File: src/rtl/uart_cmd_pkg.sv
// Shared types and constants for the UART command reader.
package uart_cmd_pkg;

  typedef enum logic [3:0] {
    IDLE,
    POP_CMD,
    HOLD_CMD,
    WAIT_ARG,
    POP_ARG,
    HOLD_ARG,
    EXEC,
    TX_WAIT,
    TX_HOLD
  } state_t;

  localparam logic [7:0] CMD_P = 8'h50;
  localparam logic [7:0] CMD_S = 8'h53;
  localparam logic [7:0] CMD_R = 8'h52;
  localparam logic [7:0] CH_CR = 8'h0D;
  localparam logic [7:0] CH_LF = 8'h0A;
  localparam logic [7:0] CH_0  = 8'h30;
  localparam logic [7:0] CH_7  = 8'h37;
  localparam logic [7:0] CH_9  = 8'h39;
  localparam logic [7:0] ACK   = 8'h4B;
  localparam logic [7:0] NAK   = 8'h3F;

  // Clock-divider limit for speed digits '0'..'9'.
  function automatic logic [7:0] speed_lut(input logic [3:0] idx);
    case (idx)
      4'd0:    speed_lut = 8'd1;
      4'd1:    speed_lut = 8'd2;
      4'd2:    speed_lut = 8'd3;
      4'd3:    speed_lut = 8'd5;
      4'd4:    speed_lut = 8'd8;
      4'd5:    speed_lut = 8'd12;
      4'd6:    speed_lut = 8'd20;
      4'd7:    speed_lut = 8'd35;
      4'd8:    speed_lut = 8'd60;
      4'd9:    speed_lut = 8'd100;
      default: speed_lut = 8'd1;
    endcase
  endfunction

endpackage

File: src/rtl/uart_byte_hs.sv
// One-cycle strobe followed by a HOLDOFF-cycle quiet period (HOLDOFF >= 1).
module uart_byte_hs #(
  parameter int unsigned HOLDOFF = 2
) (
  input  logic clk,
  input  logic reset,
  input  logic fire,
  output logic strobe,
  output logic done_c
);

  localparam int unsigned CNT_W = (HOLDOFF > 1) ? $clog2(HOLDOFF) : 1;

  logic [CNT_W-1:0] cnt_q;

  // Counter starts after the strobe cycle and counts the remaining quiet cycles.
  always_ff @(posedge clk or posedge reset) begin
    if (reset) begin
      strobe <= 1'b0;
      cnt_q  <= '0;
    end else begin
      strobe <= fire;
      if (fire) begin
        cnt_q <= CNT_W'(HOLDOFF - 1);
      end else if (!strobe && (cnt_q != '0)) begin
        cnt_q <= cnt_q - CNT_W'(1);
      end
    end
  end

  assign done_c = !strobe && (cnt_q == '0);

endmodule

File: src/rtl/uart_cmd_rx.sv
// Parses two-byte ASCII commands from the UART and answers each with ACK/NAK.
module uart_cmd_rx
  import uart_cmd_pkg::*;
#(
  parameter int unsigned HOLDOFF     = 2,
  parameter int unsigned ARG_TIMEOUT = 200,
  parameter int unsigned DEF_PAT     = 0,
  parameter int unsigned DEF_LIM     = 2
) (
  input  logic       hz100,
  input  logic       reset,
  input  logic [7:0] rxdata,
  input  logic       rxready,
  output logic       rxclk,
  output logic [7:0] txdata,
  input  logic       txready,
  output logic       txclk,
  output logic [2:0] pat_sel,
  output logic [7:0] div_lim,
  output logic       cfg_update,
  output logic       cmd_err
);

  localparam int unsigned TMO_W = $clog2(ARG_TIMEOUT);

  state_t           state, next_state;
  logic [7:0]       cmd_q, arg_q, resp_q;
  logic [TMO_W-1:0] tmo_q;

  logic       rx_fire, tx_fire, rx_done_c, tx_done_c;
  logic       tmo_clr, resp_load, pat_load, lim_load, cfg_rst;
  logic [7:0] resp_d, lim_d;
  logic [2:0] pat_d;

  uart_byte_hs #(.HOLDOFF(HOLDOFF)) u_rx_hs (
    .clk    (hz100),
    .reset  (reset),
    .fire   (rx_fire),
    .strobe (rxclk),
    .done_c (rx_done_c)
  );

  uart_byte_hs #(.HOLDOFF(HOLDOFF)) u_tx_hs (
    .clk    (hz100),
    .reset  (reset),
    .fire   (tx_fire),
    .strobe (txclk),
    .done_c (tx_done_c)
  );

  always_ff @(posedge hz100 or posedge reset) begin
    if (reset) state <= IDLE;
    else       state <= next_state;
  end

  always_comb begin
    next_state = state;
    rx_fire    = 1'b0;
    tx_fire    = 1'b0;
    tmo_clr    = 1'b0;
    resp_load  = 1'b0;
    resp_d     = NAK;
    pat_load   = 1'b0;
    pat_d      = pat_sel;
    lim_load   = 1'b0;
    lim_d      = div_lim;
    cfg_rst    = 1'b0;
    case (state)
      IDLE: begin
        if (rxready) begin
          rx_fire    = 1'b1;
          next_state = POP_CMD;
        end
      end
      POP_CMD: next_state = HOLD_CMD;
      HOLD_CMD: begin
        if (rx_done_c) begin
          if (cmd_q == CH_CR || cmd_q == CH_LF) begin
            next_state = IDLE;
          end else if (cmd_q == CMD_P || cmd_q == CMD_S) begin
            tmo_clr    = 1'b1;
            next_state = WAIT_ARG;
          end else if (cmd_q == CMD_R) begin
            next_state = EXEC;
          end else begin
            resp_load  = 1'b1;
            next_state = TX_WAIT;
          end
        end
      end
      // Timeout leaves any late argument byte queued upstream.
      WAIT_ARG: begin
        if (rxready) begin
          rx_fire    = 1'b1;
          next_state = POP_ARG;
        end else if (tmo_q == TMO_W'(ARG_TIMEOUT - 1)) begin
          resp_load  = 1'b1;
          next_state = TX_WAIT;
        end
      end
      POP_ARG: next_state = HOLD_ARG;
      HOLD_ARG: begin
        if (rx_done_c) next_state = EXEC;
      end
      EXEC: begin
        resp_load  = 1'b1;
        next_state = TX_WAIT;
        if (cmd_q == CMD_R) begin
          cfg_rst = 1'b1;
          resp_d  = ACK;
        end else if (cmd_q == CMD_P && arg_q >= CH_0 && arg_q <= CH_7) begin
          pat_load = 1'b1;
          pat_d    = arg_q[2:0];
          resp_d   = ACK;
        end else if (cmd_q == CMD_S && arg_q >= CH_0 && arg_q <= CH_9) begin
          lim_load = 1'b1;
          lim_d    = speed_lut(4'(arg_q - CH_0));
          resp_d   = ACK;
        end
      end
      TX_WAIT: begin
        if (txready) begin
          tx_fire    = 1'b1;
          next_state = TX_HOLD;
        end
      end
      TX_HOLD: begin
        if (tx_done_c) next_state = IDLE;
      end
      default: next_state = IDLE;
    endcase
  end

  always_ff @(posedge hz100 or posedge reset) begin
    if (reset) begin
      cmd_q      <= 8'h00;
      arg_q      <= 8'h00;
      resp_q     <= 8'h00;
      tmo_q      <= '0;
      txdata     <= 8'h00;
      pat_sel    <= 3'(DEF_PAT);
      div_lim    <= 8'(DEF_LIM);
      cfg_update <= 1'b0;
      cmd_err    <= 1'b0;
    end else begin
      if (rx_fire && state == IDLE)     cmd_q <= rxdata;
      if (rx_fire && state == WAIT_ARG) arg_q <= rxdata;
      if (resp_load) resp_q <= resp_d;
      if (tmo_clr)                tmo_q <= '0;
      else if (state == WAIT_ARG) tmo_q <= tmo_q + TMO_W'(1);
      if (tx_fire) txdata <= resp_q;
      if (pat_load) pat_sel <= pat_d;
      if (lim_load) div_lim <= lim_d;
      if (cfg_rst) begin
        pat_sel <= 3'(DEF_PAT);
        div_lim <= 8'(DEF_LIM);
      end
      cfg_update <= pat_load | lim_load | cfg_rst;
      if (tx_fire && resp_q == NAK) cmd_err <= 1'b1;
      else if (cfg_rst)             cmd_err <= 1'b0;
    end
  end

endmodule

File: config.mk
export PLATFORM = sky130hd
export DESIGN_NAME = uart_cmd_rx
export DESIGN_NICKNAME = d
export VERILOG_FILES = /design/src/rtl/uart_cmd_pkg.sv /design/src/rtl/uart_byte_hs.sv /design/src/rtl/uart_cmd_rx.sv
export SDC_FILE = /design/constraint.sdc
export NUM_CORES = 1
export LEC_CHECK = 0
export CORE_ASPECT_RATIO = 0.8
export CORE_MARGIN = 1.5
export CORE_UTILIZATION = 59
export CTS_CLUSTER_SIZE = 40
export DETAILED_ROUTE_END_ITERATION = 8
export GPL_ROUTABILITY_DRIVEN = 0
export GPL_TIMING_DRIVEN = 0
export HOLD_SLACK_MARGIN = 0.02
export PLACE_DENSITY = 0.85
export SYNTH_ARGS = -nofsm -noshare
export SYNTH_HDL_FRONTEND = slang
export SYNTH_HIERARCHICAL = 1
export SYNTH_SLANG_ARGS = --single-unit
File: constraint.sdc
create_clock -name hz100 -period 3.7 [get_ports hz100]
set_input_delay 0.74 -clock hz100 [delete_from_list [all_inputs] [get_ports hz100]]
set_output_delay 0.74 -clock hz100 [all_outputs]
set_load 0.02 [all_outputs]
==> results_dict.tcl <==
set metrics [dict create \
    htreeDepth 2 \
    vdd_drop_max_mv 0.425 \
    final_hold_viol_count 0 \
    area_growth_pct 18.7 \
    synth-seq-cells 50 \
    post-cts-setup-buffers 0 \
    r2r-end "div_lim[1]" \
    criticalPathCategory "reg2out" \
    min_from "cmd_err" \
    worstMarginPinSlew_ns 0.534 \
    synth_flop_cell "dfrtp_1" \
    mappedNetlistArea_um2 2680 \
    post-route-period-util_pct 58.4 \
    chipWidth_um 78.3 \
    cts_buffers 5 \
    cts_resized 0 \
    path_buf_inv 1 \
    clock_path_buffers 2 \
    setup_viol 0 \
    core_um2 4280 \
    start_util_pct 62.5 \
    slowest_delay_ns 0.59 \
    start_kind "flop" \
    clk_transition_reported_paths_ns 0.09 \
    status "completed" \
    powerDensity_nw_per_um2 690 \
    fin_crit_ns 2.16 \
    synth_edf_count 0 \
    dieArea_um2 4950 \
    grt_pass1_vias 1901 \
    crit_path_top_delay_cell "clkdlybuf4s50_1" \
    grt_max_degree 27 \
    cts.sinks 50 \
    whs_path_depth 2 \
    yosysUniqueCellTypes 62 \
    endpoint_kind "output pin" \
    seq_area_frac_synth_pct 46.8 \
    yosysTopAreaCell "dfrtp_1" \
    setup-tns-final_ns 0 \
    hpwl_mm 3.83 \
    path_max_fanout 2 \
    fp-row-count 21 \
    syn_area_per_cell_um2 11.4 \
    track_usage_pct 23.7 \
    cp_cell_sequence "clkdlybuf4s50_1" \
    synth.top_cell.area_share_pct 45.8 \
    r2r-start "arg_q[1]" \
    grt.overflow.total 0 \
    synth_cells 235 \
    finClkSkew_ns 0.00396 \
    diodes 0 \
    p_leak_nw 1.45 \
    die_height_um 63.3 \
    drt_iter0_drc 98 \
    grt_pass1_wl_mm 9.09 \
    min_path_type "reg2reg" \
    clock_latency_ns 0.30 \
    yosysWarnings 6 \
    max_freq_ghz 0.463 \
    detailroute.via_count 1937 \
    synth.most_common_cell "dfrtp_1" \
    drtAntennaViolNets 0 \
    final_nets 293 \
    synth_common_cells "dfrtp_1 (49), mux2_2 (20), nand2_1 (14), nor2_1 (13), inv_1 (10)" \
    cp.required_ns 2.96 \
    antenna_found_initial 0 \
    hold_end "cmd_err" \
    drc 0 \
    place_ws_ns 1.60 \
    post_route_cells_drive_above_1_share_pct 21.7 \
    cts-root-buf "clkbuf_8" \
    totalWireLength_mm 5.17 \
    setup_slack_ns 1.54 \
    routedWlPerCell_um 15.5 \
    r2r_slack_ns 1.74 \
    arrival_ns 1.42 \
    tritoncts "done" \
    r2r_cells 6 \
    drv_slew 0 \
    hold_buffers 0 \
    rsz0062_at_grt "no" \
    port-buffer-count 31 \
    critPathTopFamily "buffers and inverters" \
    ys_async_sr_fraction_pct 100 \
    boundaryPins 35 \
    dr.pass1.iters 4 \
    avgViaCountPerCell 5.82 \
    slew_headroom_pct 64.2 \
    worst-path-stages 1 \
    synth_area_leaders "dfrtp_1 (46%), mux2_2 (8.4%), mux2i_1 (3.0%)" \
    drv_cap 0 \
]
-- area by class of cell --
class / instances / area [um2]
Clock buffer: 6 / 82.6
Inverter: 11 / 41.3
Clock inverter: 2 / 12.5
Multi-Input combinational cell: 161 / 1290
Buffer: 14 / 101
Timing Repair Buffer: 32 / 330
Sequential cell: 50 / 1250
Tap cell: 57 / 71.3
Fill cell: 286 / 1100
-- cells in the final DEF, fill, tap and decap left out, types with 8 or more instances in the layout --
master	n
dfrtp_1	49
clkdlybuf4s50_1	31
mux2_2	20
nand2_1	14
nor2_1	13
inv_1	9
mux2i_1	8
buf_4	8
-- flip-flops by register name, indices dropped and copies added, names as in the netlist --
name,count
cmd_err,1
cmd_q,8
u_rx_hs/cnt_q,1
u_tx_hs/strobe,1
u_tx_hs/cnt_q,1
tmo_q,8
div_lim,7
state,4
txdata,3
arg_q,8
resp_q,3
u_rx_hs/strobe,1
cfg_update,1
pat_sel,3
-- cell families after synthesis --
| logic type | after synthesis | share of synthesized area (%) |
|---|---|---|
| DFF | 50 | 46.8 |
| xor gates and xnor gates | 7 | 2.29 |
| muxes | 29 | 12.0 |
| buffers and inverters | 25 | 5.33 |
| and+or+nand+nor | 78 | 19.5 |
| adders and majority gates | 6 | 2.80 |
| AOI/OAI and AO/OA | 39 | 11.2 |
| other | 1 | 0.140 |
-- metrics by stage --
| stage | hold WS, ns | power (mW) | utilization (%) | area (um2) | std cells |
|---|---|---|---|---|---|
| global placement | 0.460 | 1.80 | 71.5 | 3060 | 324 |
| floorplan | 0.447 | 1.58 | - | 2680 | 236 |
| finish | 0.488 | 2.19 | 74.2 | 3180 | 333 |
| detailed placement | 0.476 | 1.86 | 72.0 | 3080 | 325 |
| CTS | 0.492 | 2.19 | 74.2 | 3180 | 333 |
| global route | 0.527 | 2.35 | 74.2 | 3180 | 333 |
-- per-layer routing --
metal  GRT usage (%)  vias up  wire length [um]
met4            6.03        0                41
met5               0        -                 0
met3            4.35        4               223
li1                -      936                 -
met1            34.2      947              2560
met2            37.2       50              2350
-- worst max path at each step --
| stage | from | end | slack (ns) |
|---|---|---|---|
| after global placement | reset | cmd_q[0] | 0.95 |
| after floorplan | reset | arg_q[0] | 1.87 |
| after global routing | div_lim[1] | div_lim[1] | 1.50 |
| after CTS | div_lim[1] | div_lim[1] | 1.53 |
| final | div_lim[1] | div_lim[1] | 1.54 |
| after detailed placement | txready | state[1] | 1.60 |
-- where the power goes --
group | internal [mW] | total, mW | switching (mW) | leakage [nW]
Combinational | 0.485 | 0.997 | 0.512 | 0.772
Clock | 0.150 | 0.328 | 0.178 | 0.0472
Sequential | 0.704 | 0.868 | 0.164 | 0.627
Total | 1.34 | 2.19 | 0.854 | 1.45
No activity file was read; power rests on OpenSTA's default activity.
